File: config.mk
export PLATFORM = sky130hd
export DESIGN_NAME = int2float_pipe
export DESIGN_NICKNAME = d
export VERILOG_FILES = /design/src/rtl/int2float_pkg.sv /design/src/rtl/int2float_lod.sv /design/src/rtl/int2float_pipe.sv
export SDC_FILE = /design/constraint.sdc
export NUM_CORES = 1
export LEC_CHECK = 0
export ABC_CLOCK_PERIOD_IN_PS = 2500
export BUFFER_PORTS_ARGS = -buffer_cell sky130_fd_sc_hd__buf_2
export CORE_MARGIN = 4
export CORE_UTILIZATION = 30
export CTS_CLUSTER_DIAMETER = 80
export DETAILED_ROUTE_END_ITERATION = 12
export SLEW_MARGIN = 10
export SYNTH_ARGS = -nofsm -noshare
export SYNTH_HDL_FRONTEND = slang
export SYNTH_SLANG_ARGS = --single-unit
File: constraint.sdc
create_clock -name clk -period 2.5 [get_ports clk]
set_input_delay 0 -clock clk [delete_from_list [all_inputs] [get_ports clk]]
set_output_delay 0 -clock clk [all_outputs]
set_load 0.02 [all_outputs]
File: src/rtl/int2float_pkg.sv
// Shared constants and parameter helpers for the integer-to-minifloat converter.
package int2float_pkg;

  // Rounding mode encoding carried alongside each word
  localparam logic TRUNC = 1'b0;
  localparam logic RNE   = 1'b1;

  // Packed result width: sign, exponent, stored mantissa
  function automatic int calc_out_w(input int exp_w, input int man_w);
    return 1 + exp_w + man_w;
  endfunction

  // Largest encodable exponent value
  function automatic int calc_exp_max(input int exp_w);
    return (1 << exp_w) - 1;
  endfunction

  // Every normalised input must fit the exponent field before rounding
  function automatic bit exp_w_legal(input int in_w, input int exp_w, input int man_w);
    return (in_w > man_w) && ((in_w - man_w) <= calc_exp_max(exp_w));
  endfunction

endpackage

File: src/rtl/int2float_lod.sv
// Combinational leading-one detector: position of the highest set bit.
module int2float_lod
  import int2float_pkg::*;
#(
  parameter int W  = 11,
  parameter int PW = (W > 1) ? $clog2(W) : 1
) (
  input  logic [W-1:0]  i_vec,
  output logic [PW-1:0] o_pos,
  output logic          o_zero
);

  // Scan upward so the last hit is the most significant one
  always_comb begin
    o_pos  = '0;
    o_zero = 1'b1;
    for (int i = 0; i < W; i++) begin
      if (i_vec[i]) begin
        o_pos  = PW'(i);
        o_zero = 1'b0;
      end
    end
  end

endmodule

File: src/rtl/int2float_pipe.sv
// Three-stage valid/ready integer-to-minifloat converter with rounding,
// saturation, inexact flag and a saturation event counter.
module int2float_pipe
  import int2float_pkg::*;
#(
  parameter int IN_W  = 11,
  parameter int EXP_W = 3,
  parameter int MAN_W = 4,
  parameter int CNT_W = 16
) (
  input  logic                   clk,
  input  logic                   rst,
  input  logic                   in_valid,
  output logic                   in_ready,
  input  logic [IN_W-1:0]        in_data,
  input  logic                   in_signed,
  input  logic                   in_rne,
  output logic                   out_valid,
  input  logic                   out_ready,
  output logic [EXP_W+MAN_W:0]   out_data,
  output logic                   out_inexact,
  output logic                   out_sat,
  output logic [CNT_W-1:0]       sat_count,
  input  logic                   sat_clr
);

  localparam int OUT_W   = calc_out_w(EXP_W, MAN_W);
  localparam int EXP_MAX = calc_exp_max(EXP_W);
  localparam int PW      = (IN_W > 1) ? $clog2(IN_W) : 1;

  if (!exp_w_legal(IN_W, EXP_W, MAN_W)) begin : g_bad_params
    $fatal(1, "int2float_pipe: IN_W-MAN_W must be in 1..2^EXP_W-1");
  end

  logic               w_s1_en, w_s2_en, w_s3_en;
  logic               w_s1_sign;
  logic [IN_W-1:0]    w_s1_mag;

  logic               r_s1_valid, r_s1_sign, r_s1_rne;
  logic [IN_W-1:0]    r_s1_mag;

  logic [PW-1:0]      w_lod_pos;
  logic               w_lod_zero;
  logic               w_small;
  logic [PW:0]        w_shamt;
  logic [IN_W:0]      w_frac;
  logic [EXP_W-1:0]   w_s2_exp;
  logic [MAN_W-1:0]   w_s2_man;
  logic               w_s2_guard, w_s2_sticky;

  logic               r_s2_valid, r_s2_sign, r_s2_rne, r_s2_guard, r_s2_sticky;
  logic [EXP_W-1:0]   r_s2_exp;
  logic [MAN_W-1:0]   r_s2_man;

  logic               w_up;
  logic [MAN_W:0]     w_man_sum;
  logic [EXP_W:0]     w_exp_sum;
  logic [EXP_W-1:0]   w_s3_exp;
  logic [MAN_W-1:0]   w_s3_man;
  logic               w_s3_sat;

  logic               r_out_valid, r_out_inexact, r_out_sat;
  logic [OUT_W-1:0]   r_out_data;
  logic [CNT_W-1:0]   r_sat_count;

  // A stage loads when its slot is empty or its content moves on this edge
  assign w_s3_en  = ~r_out_valid | out_ready;
  assign w_s2_en  = ~r_s2_valid | w_s3_en;
  assign w_s1_en  = ~r_s1_valid | w_s2_en;
  assign in_ready = w_s1_en;

  assign w_s1_sign = in_signed & in_data[IN_W-1];
  assign w_s1_mag  = w_s1_sign ? -in_data : in_data;

  // Stage 1 register: sign and magnitude of the accepted word
  always_ff @(posedge clk or posedge rst) begin
    if (rst) begin
      r_s1_valid <= 1'b0;
      r_s1_sign  <= 1'b0;
      r_s1_rne   <= 1'b0;
      r_s1_mag   <= '0;
    end else if (w_s1_en) begin
      r_s1_valid <= in_valid;
      if (in_valid) begin
        r_s1_sign <= w_s1_sign;
        r_s1_rne  <= in_rne;
        r_s1_mag  <= w_s1_mag;
      end
    end
  end

  int2float_lod #(.W(IN_W), .PW(PW)) u_lod (
    .i_vec  (r_s1_mag),
    .o_pos  (w_lod_pos),
    .o_zero (w_lod_zero)
  );

  // Normalise: shift the leading one out so the fraction bits sit at the top
  always_comb begin
    w_small     = w_lod_zero || (w_lod_pos < PW'(MAN_W));
    w_shamt     = (PW+1)'(IN_W) - {1'b0, w_lod_pos};
    w_frac      = {r_s1_mag, 1'b0} << w_shamt;
    w_s2_exp    = '0;
    w_s2_man    = r_s1_mag[MAN_W-1:0];
    w_s2_guard  = 1'b0;
    w_s2_sticky = 1'b0;
    if (!w_small) begin
      w_s2_exp    = EXP_W'(32'(w_lod_pos) - (MAN_W - 1));
      w_s2_man    = w_frac[IN_W -: MAN_W];
      w_s2_guard  = w_frac[IN_W-MAN_W];
      w_s2_sticky = |w_frac[IN_W-MAN_W-1:0];
    end
  end

  // Stage 2 register: exponent, mantissa and the bits needed for rounding
  always_ff @(posedge clk or posedge rst) begin
    if (rst) begin
      r_s2_valid  <= 1'b0;
      r_s2_sign   <= 1'b0;
      r_s2_rne    <= 1'b0;
      r_s2_exp    <= '0;
      r_s2_man    <= '0;
      r_s2_guard  <= 1'b0;
      r_s2_sticky <= 1'b0;
    end else if (w_s2_en) begin
      r_s2_valid <= r_s1_valid;
      if (r_s1_valid) begin
        r_s2_sign   <= r_s1_sign;
        r_s2_rne    <= r_s1_rne;
        r_s2_exp    <= w_s2_exp;
        r_s2_man    <= w_s2_man;
        r_s2_guard  <= w_s2_guard;
        r_s2_sticky <= w_s2_sticky;
      end
    end
  end

  // Round, propagate mantissa carry into the exponent, clamp on overflow
  always_comb begin
    w_up = 1'b0;
    case (r_s2_rne)
      TRUNC:   w_up = 1'b0;
      RNE:     w_up = r_s2_guard & (r_s2_sticky | r_s2_man[0]);
      default: w_up = 1'b0;
    endcase
    w_man_sum = {1'b0, r_s2_man} + (MAN_W+1)'(w_up);
    w_exp_sum = {1'b0, r_s2_exp} + (EXP_W+1)'(w_man_sum[MAN_W]);
    w_s3_sat  = 1'b0;
    w_s3_exp  = w_exp_sum[EXP_W-1:0];
    w_s3_man  = w_man_sum[MAN_W-1:0];
    if (w_exp_sum > (EXP_W+1)'(EXP_MAX)) begin
      w_s3_sat = 1'b1;
      w_s3_exp = '1;
      w_s3_man = '1;
    end
  end

  // Output register: holds the packed result until downstream takes it
  always_ff @(posedge clk or posedge rst) begin
    if (rst) begin
      r_out_valid   <= 1'b0;
      r_out_data    <= '0;
      r_out_inexact <= 1'b0;
      r_out_sat     <= 1'b0;
    end else if (w_s3_en) begin
      r_out_valid <= r_s2_valid;
      if (r_s2_valid) begin
        r_out_data    <= {r_s2_sign, w_s3_exp, w_s3_man};
        r_out_inexact <= r_s2_guard | r_s2_sticky;
        r_out_sat     <= w_s3_sat;
      end
    end
  end

  // Saturating count of clamped results taken downstream; clear wins
  always_ff @(posedge clk or posedge rst) begin
    if (rst) begin
      r_sat_count <= '0;
    end else if (sat_clr) begin
      r_sat_count <= '0;
    end else if (r_out_valid && out_ready && r_out_sat && !(&r_sat_count)) begin
      r_sat_count <= r_sat_count + 1'b1;
    end
  end

  assign out_valid   = r_out_valid;
  assign out_data    = r_out_data;
  assign out_inexact = r_out_inexact;
  assign out_sat     = r_out_sat;
  assign sat_count   = r_sat_count;

endmodule

==> flow_metrics.py <==
metrics = {
    "outcome": {
        "status": "completed",
    },
    "synthesis": {
        "yosys_warnings": 0,
        "ys_ff_latch": 53,
        "synth-edff-count": 0,
        "synth_seq_area_share": 0.411,
        "synth_nets": 385,
        "syn_inst": 358,
        "async_flop_share": 1.00,
        "synth_ff_type": "dfrtp_1",
        "synth_area_sq_um": 3230,
        "synth_cell_types": 59,
        "avgSynthCellArea_sq_um": 9.02,
    },
    "detailed_routing": {
        "via_per_inst": 5.09,
        "drc": 0,
        "first_pass_iters": 4,
        "routedWlPerCell_um": 13.4,
        "drt_iter0_markers": 141,
        "drt_wl_total_mm": 7.39,
        "postRouteAntennaNets": 0,
        "via_count": 2802,
    },
    "clock_network": {
        "cts_tree": "built",
        "cts.clk_slew.worst_paths_ps": 90,
        "htreeDepth": 2,
        "numClockSinks": 53,
        "hold_buffers": 4,
        "postCtsSetupBuffers": 0,
        "cts_resized": 0,
        "cts_root_buf": "clkbuf_8",
        "cts_buffers": 5,
        "clk_path_buf_depth": 2,
        "clock_latency_ps": 300,
    },
    "worst_setup_path": {
        "path_class": "flip-flop to flip-flop",
        "critical_path.startpoint": "r_s1_mag[5]",
        "rr_worst_depth": 8,
        "crit_chain": "nor4_1 > nand2b_1 > clkinv_1 > ha_1 > or4_1 > a31oi_1 > o211ai_1 > nand3_1",
        "reg2reg_from": "r_s1_mag[5]",
        "critPathMaxFanout": 8,
        "start_kind": "flip-flop",
        "slowest_stage": "or4_1",
        "cp-end-kind": "flip-flop",
        "cp.arrival_ps": 2580,
        "crit_required_ps": 2730,
        "rr_endpoint": "r_s2_man[3]",
        "crit_path_max_incr_delay_ps": 550,
        "ff2ff_setup_slack_ps": 160,
    },
    "sta": {
        "skew_ps": 6.59,
        "finalSetupViolations": 0,
        "min_period_over_period": 0.937,
        "rsz0062_at_grt": "false",
        "maxSlewHeadroom": 0.494,
        "worst_pin_slew_ps": 759,
        "final.setup.tns_ps": 0,
        "fmax_mhz": 427,
        "hold_ws_ps": 0.280,
        "drv_slew": 0,
        "min_period_ps": 2340,
        "hold_viol": 0,
    },
    "min_path": {
        "hold_depth": 3,
        "hold_start": "in_data[10]",
        "holdPathEnd": "r_s1_mag[10]",
        "worstHoldPathType": "input pin to flip-flop",
    },
    "floorplan": {
        "die_w_um": 112,
        "chipHeight_um": 112,
        "io_pins": 46,
        "die_area_sq_um": 12500,
        "num_rows": 37,
        "start_util": 0.310,
        "core_region_area_sq_um": 10400,
    },
    "layout": {
        "stdcell_count": 551,
        "layout.nets": 441,
        "fin_util": 0.368,
        "syn2layout_area_growth_pct": 18.7,
        "drive_gt1_frac": 0.222,
        "final_common_cell": "dfrtp_1",
        "mostFrequentLayoutCells": "53 x dfrtp_1, 45 x buf_2, 42 x nor2_1",
        "n_antenna_cell": 0,
    },
    "grt": {
        "grt_overflow": 0,
        "grt_pass1_wl_mm": 13.0,
        "grt_pass1_vias": 2627,
        "grt.total_usage": 0.120,
        "grt_max_degree": 37,
        "antenna_found_initial": 0,
    },
    "pwr": {
        "leakage_nw": 1.74,
        "power_frac_comb": 0.383,
        "power_switching_w": 0.00105,
        "pwr-share-clk": 0.208,
        "vdd_drop_max_mv": 0.379,
        "power_density_nw_per_um2": 748,
        "switching_share": 0.366,
        "intPower_w": 0.00182,
        "p_seq_frac": 0.409,
    },
    "flow_run": {
        "cap_violations": 0,
    },
    "place": {
        "dp_hpwl_mm": 5.72,
        "gp_congestion": 0.859,
        "dp_cells": 539,
        "numPortBuffers": 45,
    },
}
==> critical path: cells and delay by family, from the launching register on <==
family | cells | cell delay, ps
flip-flops | 1 | 470
buffers and inverters | 1 | 100
AO/OA/AOI/OAI | 2 | 340
adder cells (fa/ha/maj) | 1 | 220
AND/OR/NAND/NOR | 4 | 1170
==> per-stage QoR <==
step                power [W]  setup slack (ps)  area (sq um)
global route          0.00307              1.75          3830
finish                0.00286               158          3830
CTS                   0.00289               156          3830
detailed placement    0.00229               187          3680
global placement      0.00227               258          3680
floorplan             0.00195               103          3230
==> flip-flops by register name (all words and copies together), names as in the netlist, 3 cells and up <==
name and cells:
sat_count 16, r_s1_mag 11, out_data 8, r_s2_man 4
r_s2_exp 3
==> kinds of logic (layout without fill, tap and decap cells) <==
group                    count (synthesis)  in the layout  share of synthesized area
AO/OA/AOI/OAI                           86             86                      0.192
flip-flops                              53             53                      0.411
adder cells (fa/ha/maj)                  9              9                     0.0349
XOR/XNOR                                25             25                     0.0678
AND/OR/NAND/NOR                        144            144                      0.218
multiplexers                            11             11                     0.0372
buffers and inverters                   30             87                     0.0395
==> synth_stat cells (8+ instances only) <==
cell type | count | area share
nor2_1 | 42 | 0.049
o21ai_0 | 20 | 0.031
nand3_1 | 10 | 0.016
nand2b_1 | 8 | 0.016
ha_1 | 9 | 0.035
clkbuf_1 | 10 | 0.012
inv_1 | 8 | 0.0093
xnor2_1 | 8 | 0.022
xor2_1 | 17 | 0.046
a21oi_1 | 13 | 0.020
dfrtp_1 | 53 | 0.41
nand2_1 | 35 | 0.041
nor2b_1 | 9 | 0.017
==> metal layers <==
| metal | GRT usage | part of all wire | up-vias |
|---|---|---|---|
| li1 | - | - | 1391 |
| met1 | 0.177 | 0.47 | 1314 |
| met2 | 0.188 | 0.46 | 91 |
| met3 | 0.0174 | 0.055 | 6 |
| met4 | 0.0268 | 0.011 | 0 |
| met5 | 0 | 0 | - |
==> final cells by class <==
class	instances	area (sq um)
clock inverters	1	30.0
fillers	1082	6580
multi-input cells	275	1770
repair buffers	67	400
clock buffers	7	86.3
well taps	136	170
flip-flops and latches	53	1330
inverters	12	45.0
==> how the worst max path moves through the flow <==
stage / slack [ps] / depth (start not counted) / to
after CTS: 160 / 8 / r_s2_man[3]
after global routing: 2 / 8 / r_s2_man[3]
final: 160 / 8 / r_s2_man[3]
after detailed placement: 190 / 8 / r_s2_man[3]
after global placement: 260 / 8 / r_s2_man[3]
after floorplan: 100 / 9 / r_s2_man[3]
==> power by group through the flow <==
stage               combinational (W)  sequential [W]  clock [W]
floorplan                    0.000715         0.00123          0
global placement              0.00108         0.00118          0
detailed placement            0.00109         0.00119          0
CTS                           0.00110         0.00117   0.000617
global route                  0.00123         0.00120   0.000650
finish                        0.00110         0.00117   0.000596
No activity file was read; power rests on OpenSTA's default activity.
